--- src/rtl/sdram_ls_arbiter.sv ---
// sdram_ls_arbiter
//   Shares the SDRAM slow-speed (ls) port between three toggle-handshake
//   requesters: ROM loader (32-bit write), backup-RAM load (16-bit write) and
//   backup-RAM save (16-bit read). One transaction in flight at a time,
//   round-robin grant, 16-bit halves steered onto the 32-bit bus by addr[1].
//
//   Build option: SDRAM_LS_ROM_PRIO_EN
//     defined   -> ROM requester has absolute priority; round-robin only
//                  between the two backup requesters.
//     undefined -> plain three-way round-robin ROM -> BKW -> BKR -> ROM.
//
//   Ports
//     clk_sys, reset        clock, synchronous active-high reset
//     rom_req/ack/a/d       ROM write requester (toggle handshake)
//     bkw_req/ack/a/d       backup-load 16-bit write requester
//     bkr_req/ack/a, bkr_q  backup-save 16-bit read requester and its data
//     ls_waddr/din/be       SDRAM ls address, write data, byte enables
//     ls_we_req/ack         SDRAM write toggle pair
//     ls_rd_req/ack, ls_dout SDRAM read toggle pair and read data
module sdram_ls_arbiter #(
  parameter int AW = 25,
  parameter int DW = 32
) (
  input  logic          clk_sys,
  input  logic          reset,
  input  logic          rom_req,
  output logic          rom_ack,
  input  logic [AW-1:0] rom_a,
  input  logic [DW-1:0] rom_d,
  input  logic          bkw_req,
  output logic          bkw_ack,
  input  logic [AW-1:0] bkw_a,
  input  logic [15:0]   bkw_d,
  input  logic          bkr_req,
  output logic          bkr_ack,
  input  logic [AW-1:0] bkr_a,
  output logic [15:0]   bkr_q,
  output logic [AW-1:0] ls_waddr,
  output logic [DW-1:0] ls_din,
  output logic [3:0]    ls_be,
  output logic          ls_we_req,
  input  logic          ls_we_ack,
  output logic          ls_rd_req,
  input  logic          ls_rd_ack,
  input  logic [DW-1:0] ls_dout
);

  typedef enum logic [1:0] {ST_DRAIN, ST_IDLE, ST_WAIT_W, ST_WAIT_R} state_t;
  typedef enum logic [1:0] {SRC_ROM, SRC_BKW, SRC_BKR} src_t;

  state_t state, state_n;
  src_t   rr_ptr, rr_ptr_n, wr_src, grant;
  logic   grant_vld;
  logic   bkr_hi;
  logic   rom_pend, bkw_pend, bkr_pend;
  logic   we_idle, rd_idle;
  logic   unused_addr_bits;

  assign rom_pend = rom_req != rom_ack;
  assign bkw_pend = bkw_req != bkw_ack;
  assign bkr_pend = bkr_req != bkr_ack;
  assign we_idle  = ls_we_req == ls_we_ack;
  assign rd_idle  = ls_rd_req == ls_rd_ack;

  // Byte/half-word offsets below the bus lane granularity carry no information.
  assign unused_addr_bits = ^{rom_a[1:0], bkw_a[0], bkr_a[0]};

  // Grant selection and the pointer value to adopt if the grant is taken.
  always_comb begin
    grant_vld = 1'b0;
    grant     = SRC_ROM;
    rr_ptr_n  = rr_ptr;
`ifdef SDRAM_LS_ROM_PRIO_EN
    if (rom_pend) begin
      grant_vld = 1'b1; grant = SRC_ROM;
    end else if (rr_ptr == SRC_BKR) begin
      if (bkr_pend)      begin grant_vld = 1'b1; grant = SRC_BKR; end
      else if (bkw_pend) begin grant_vld = 1'b1; grant = SRC_BKW; end
    end else begin
      if (bkw_pend)      begin grant_vld = 1'b1; grant = SRC_BKW; end
      else if (bkr_pend) begin grant_vld = 1'b1; grant = SRC_BKR; end
    end
    // ROM grants leave the pointer alone so the backup pair keeps alternating.
    if (grant_vld && grant == SRC_BKW) rr_ptr_n = SRC_BKR;
    if (grant_vld && grant == SRC_BKR) rr_ptr_n = SRC_BKW;
`else
    case (rr_ptr)
      SRC_BKW: begin
        if (bkw_pend)      begin grant_vld = 1'b1; grant = SRC_BKW; end
        else if (bkr_pend) begin grant_vld = 1'b1; grant = SRC_BKR; end
        else if (rom_pend) begin grant_vld = 1'b1; grant = SRC_ROM; end
      end
      SRC_BKR: begin
        if (bkr_pend)      begin grant_vld = 1'b1; grant = SRC_BKR; end
        else if (rom_pend) begin grant_vld = 1'b1; grant = SRC_ROM; end
        else if (bkw_pend) begin grant_vld = 1'b1; grant = SRC_BKW; end
      end
      default: begin
        if (rom_pend)      begin grant_vld = 1'b1; grant = SRC_ROM; end
        else if (bkw_pend) begin grant_vld = 1'b1; grant = SRC_BKW; end
        else if (bkr_pend) begin grant_vld = 1'b1; grant = SRC_BKR; end
      end
    endcase
    if (grant_vld) begin
      case (grant)
        SRC_ROM: rr_ptr_n = SRC_BKW;
        SRC_BKW: rr_ptr_n = SRC_BKR;
        default: rr_ptr_n = SRC_ROM;
      endcase
    end
`endif
  end

  always_comb begin
    state_n = state;
    case (state)
      ST_DRAIN:  if (we_idle && rd_idle) state_n = ST_IDLE;
      ST_IDLE:   if (grant_vld) state_n = (grant == SRC_BKR) ? ST_WAIT_R : ST_WAIT_W;
      ST_WAIT_W: if (we_idle) state_n = ST_IDLE;
      ST_WAIT_R: if (rd_idle) state_n = ST_IDLE;
      default:   state_n = ST_DRAIN;
    endcase
  end

  always_ff @(posedge clk_sys) begin
    if (reset) begin
      state    <= ST_DRAIN;
      rr_ptr   <= SRC_ROM;
      wr_src   <= SRC_ROM;
      bkr_hi   <= 1'b0;
      rom_ack  <= 1'b0;
      bkw_ack  <= 1'b0;
      bkr_ack  <= 1'b0;
      bkr_q    <= '0;
      ls_waddr <= '0;
      ls_din   <= '0;
      ls_be    <= '0;
    end else begin
      state <= state_n;
      case (state)
        ST_IDLE: begin
          if (grant_vld) begin
            rr_ptr <= rr_ptr_n;
            wr_src <= grant;
            case (grant)
              SRC_ROM: begin
                ls_waddr <= {rom_a[AW-1:2], 2'b00};
                ls_be    <= '1;
                ls_din   <= rom_d;
              end
              SRC_BKW: begin
                ls_waddr <= {bkw_a[AW-1:2], 2'b00};
                if (bkw_a[1]) begin
                  ls_be  <= 4'b1100;
                  ls_din <= {bkw_d, 16'h0000};
                end else begin
                  ls_be  <= 4'b0011;
                  ls_din <= {16'h0000, bkw_d};
                end
              end
              default: begin
                ls_waddr <= {bkr_a[AW-1:2], 2'b00};
                ls_be    <= '1;
                bkr_hi   <= bkr_a[1];
              end
            endcase
          end
        end
        ST_WAIT_W: begin
          if (we_idle) begin
            if (wr_src == SRC_BKW) bkw_ack <= ~bkw_ack;
            else                   rom_ack <= ~rom_ack;
          end
        end
        ST_WAIT_R: begin
          if (rd_idle) begin
            bkr_q   <= bkr_hi ? ls_dout[DW-1:16] : ls_dout[15:0];
            bkr_ack <= ~bkr_ack;
          end
        end
        default: ;
      endcase
    end
  end

  // The SDRAM side is not on this reset, so its request toggles must keep
  // their parity across reset; DRAIN waits for the pairs to rebalance.
  always_ff @(posedge clk_sys) begin
    if (!reset && state == ST_IDLE && grant_vld) begin
      if (grant == SRC_BKR) ls_rd_req <= ~ls_rd_req;
      else                  ls_we_req <= ~ls_we_req;
    end
  end

endmodule

--- config.mk ---
export PLATFORM = sky130hd
export DESIGN_NAME = sdram_ls_arbiter
export DESIGN_NICKNAME = d
export VERILOG_FILES = /design/src/rtl/sdram_ls_arbiter.sv
export SDC_FILE = /design/constraint.sdc
export NUM_CORES = 1
export LEC_CHECK = 0
export BUFFER_PORTS_ARGS = -buffer_cell sky130_fd_sc_hd__buf_2
export CAP_MARGIN = 20
export CORE_ASPECT_RATIO = 1.25
export CORE_UTILIZATION = 39
export DETAILED_ROUTE_END_ITERATION = 12
export PLACE_DENSITY_LB_ADDON = 0.2
export SYNTH_ARGS = -nofsm -noshare
export SYNTH_HDL_FRONTEND = slang
export SYNTH_SLANG_ARGS = --single-unit
--- constraint.sdc ---
create_clock -name clk_sys -period 2.1 [get_ports clk_sys]
set_input_delay 0.21 -clock clk_sys [delete_from_list [all_inputs] [get_ports clk_sys]]
set_output_delay 0.21 -clock clk_sys [all_outputs]
set_load 0.02 [all_outputs]
==> summary.md <==
| Metric | Value |
|---|---|
| Rel. slew slack | `0.516` |
| Fin crit period | `2.06 ns` |
| Critical R2R Launch | `bkw_ack$_SDFFE_PP0P_` |
| Clock latency on the worst-skew pair | `0.33 ns` |
| CTS tree | `done` |
| Vias/cell | `5.40` |
| Post-synthesis xor/xnor area fraction | `0.0233` |
| Tightest Pin Transition | `0.726 ns` |
| Post-DP HPWL | `9460 um` |
| Final GP Congestion | `0.797` |
| Core Region | `0.0101 mm2` |
| Crit path from | `bkw_ack$_SDFFE_PP0P_` |
| Cts bufs inserted | `9` |
| PD cells | `783 mW/mm2` |
| Complex-gate fraction of the synthesized area | `0.237` |
| Worst endpoint data arrival time | `2.09 ns` |
| Hold Startpoint | `bkw_a[1]` |
| Layout cells sized above 1 | `0.444` |
| Final period util | `0.982` |
| DP Area | `0.00548 mm2` |
| Yosys reg bits | `85` |
| Antenna cells | `0` |
| 1st-iter DRT viols | `223` |
| Remaining antenna violation count | `0` |
| Avg Cell Area, Syn | `8.25 um2` |
| Final worst slack | `0.0369 ns` |
| Startpoint types | `flip-flop` |
| Critical path type | `reg2reg` |
| VDD IR max | `0.000412 V` |
| Maximum fanout along the worst path | `5` |
| Synthesized-area fraction occupied by adder cells | `0.00621` |
| Proportion of synthesized area in mux cells | `0.0397` |
| Synth Flop Type | `dfxtp_1` |
| Worst hold slack | `0.147 ns` |
| First-pass GRT wire length | `20500 um` |
| Main combinational cell family by area after synthesis | `compound AO/OA/AOI/OAI gates` |
| Sequential cell area fraction in the yosys report | `0.427` |
| Drt drc | `0` |
| Critical path capture point type | `flip-flop` |
| Total of max-cap violations | `0` |
| Initial Util | `0.401` |
| Vias in the first global route | `4231` |
| Setup TNS | `0 ns` |
| Area Overhead vs Synth | `51.6%` |
| Commonest non-fill, non-tap cell in the layout | `buf_2` |
| DP Worst Slack | `-0.198 ns` |
| Worst Skew | `0.00510 ns` |
| Area of the die | `0.0108 mm2` |
| Clk pin slew, worst setup/hold paths | `0.06 ns` |
| Tot Pwr | `4.79 mW` |
| Finish-stage setup viols | `0` |
| Final Hold Viols | `0` |
| CTS sink cnt | `85` |
| Vias | `4666` |
| Die Width | `93.0 um` |
| # fillers | `938` |
| IO buf count | `237` |
| Asr flop ratio synth | `0` |
| Ports | `244` |
| Row cnt | `41` |
| Hold Crit Class | `in2reg` |
| Commonest non-fill, non-tap cells in the layout | `237 x buf_2, 81 x dfxtp_1, 57 x nor2_1, 54 x nand2_1, 52 x nor3_1` |
| # H-tree levels | `3` |
| WL per Instance | `15.6 um` |
| Syn. warnings | `0` |
| Total grt overflow | `0` |
| Post-synthesis instance area | `0.00403 mm2` |
| Post-Synth Simple-Gate Area | `0.200` |
| Number of synthesized flops with an enable pin | `2` |
| Status | `finished, final reports clean` |
| Total wire length | `13500 um` |
| DR pass1 iterations | `6` |
| Largest net degree at the start of global routing | `37` |
| Footprint of the multi-input gates | `0.00223 mm2` |
| Initial antenna violation count | `0` |
| Leakage | `2.72 nW` |
| FMAX | `485 MHz` |
| Unique masters post-synth | `39` |
| GRT Total Usage | `0.242` |
| Height of the die | `116 um` |
| Final net count | `894` |
| Slew Limit Fails | `0` |
| Design Area, Final | `0.00611 mm2` |
| Max Root-Sink Buffers | `2` |
| Syn Inst Count | `489` |
| Req. time, crit path | `2.13 ns` |
| Reg area | `0.00172 mm2` |
| Clock root buffer | `clkbuf_16` |
-- power breakdown --
group          internal [mW]  leakage [nW]  switching, mW
registers               1.75         0.694         0.0707
logic                  0.558          1.88          0.764
clock network           1.02         0.152          0.625
total                   3.33          2.72           1.46
-- layout make-up --
| type | count | area share |
|---|---|---|
| inverters | 8 | 0.00491 |
| clock inverters | 3 | 0.00696 |
| repair buffers | 277 | 0.271 |
| clock buffers | 13 | 0.0442 |
| multi-input cells | 349 | 0.364 |
| well taps | 129 | 0.0264 |
| flip-flops and latches | 85 | 0.282 |
-- critical path: stages (launching register included) --
cell and delay, ns:
dfxtp_1 0.36, xnor2_4 0.34, buf_4 0.20, a21o_1 0.21
and3_2 0.32, nand2_1 0.14, nor3_1 0.19
-- cell families (layout without fill, tap and decap cells) --
family / Yosys count / in the layout
adder cells (fa/ha/maj): 2 / 2
flip-flops: 85 / 85
AO/OA/AOI/OAI: 136 / 136
other: 1 / 2
AND/OR/NAND/NOR: 184 / 184
multiplexers: 16 / 16
buffers and inverters: 56 / 301
XOR/XNOR: 9 / 9
-- state kept, by name (all words and copies together), names as in the netlist --
signal	flops
bkr_ack	1
bkr_hi	1
bkr_q	16
bkw_ack	1
ls_be	2
ls_din	32
ls_rd_req	1
ls_waddr	23
ls_we_req	1
rom_ack	1
rr_ptr	2
state	2
wr_src	2
-- synthesized netlist by cell type, types with 2 or more instances --
cell type | instances | area share
and3_1 | 2 | 0.0031
xnor2_1 | 6 | 0.013
mux2i_1 | 16 | 0.040
buf_4 | 6 | 0.011
edfxtp_1 | 2 | 0.015
o21ai_0 | 25 | 0.031
ha_1 | 2 | 0.0062
buf_6 | 2 | 0.0056
nand2b_1 | 2 | 0.0031
clkbuf_1 | 27 | 0.025
dfxtp_1 | 83 | 0.41
inv_1 | 8 | 0.0074
a311oi_1 | 2 | 0.0043
xnor2_2 | 2 | 0.0081
o21ai_1 | 23 | 0.029
nor3_1 | 57 | 0.071
a211oi_1 | 39 | 0.073
nor2_1 | 58 | 0.054
buf_2 | 12 | 0.015
nand2_1 | 54 | 0.050
nand3_1 | 4 | 0.0050
a21oi_1 | 6 | 0.0074
nor4_2 | 2 | 0.0062
a221oi_1 | 33 | 0.072
or3_1 | 2 | 0.0031
-- through the flow --
step,utilization,std cells
final,0.608,864
after global routing,0.608,864
after CTS,0.591,860
after detailed placement,0.545,839
after global placement,0.545,839
after floorplan,-,490
-- metal layers --
metal | GRT usage | wire [um] | up-vias
met3 | 0.0564 | 1110 | 27
met1 | 0.268 | 5230 | 2141
met5 | 0 | 0 | -
li1 | - | - | 2259
met2 | 0.439 | 6770 | 239
met4 | 0.105 | 374 | 0
-- path summary, 6_finish.rpt --
path	to	slack (ns)	cells past startpoint
worst min-delay path	ls_be[1]$_SDFFE_PP0P_	0.15	2
worst max-delay path	ls_rd_req$_DFFE_PP_	0.04	6
worst min register to register	ls_waddr[6]$_SDFFE_PP0P_	0.44	2
worst max register to register	ls_rd_req$_DFFE_PP_	0.04	6
-- what timing repair did --
item | CTS | global route
endpoints found under the setup margin | 61 | 61
resized for setup | 12 | 25
pin swaps | 2 | 4
setup buffers | 3 | 3
gates cloned | 2 | 1
hold buffers | 0 | 0
Note: power is estimated with default switching activity, not from simulation.
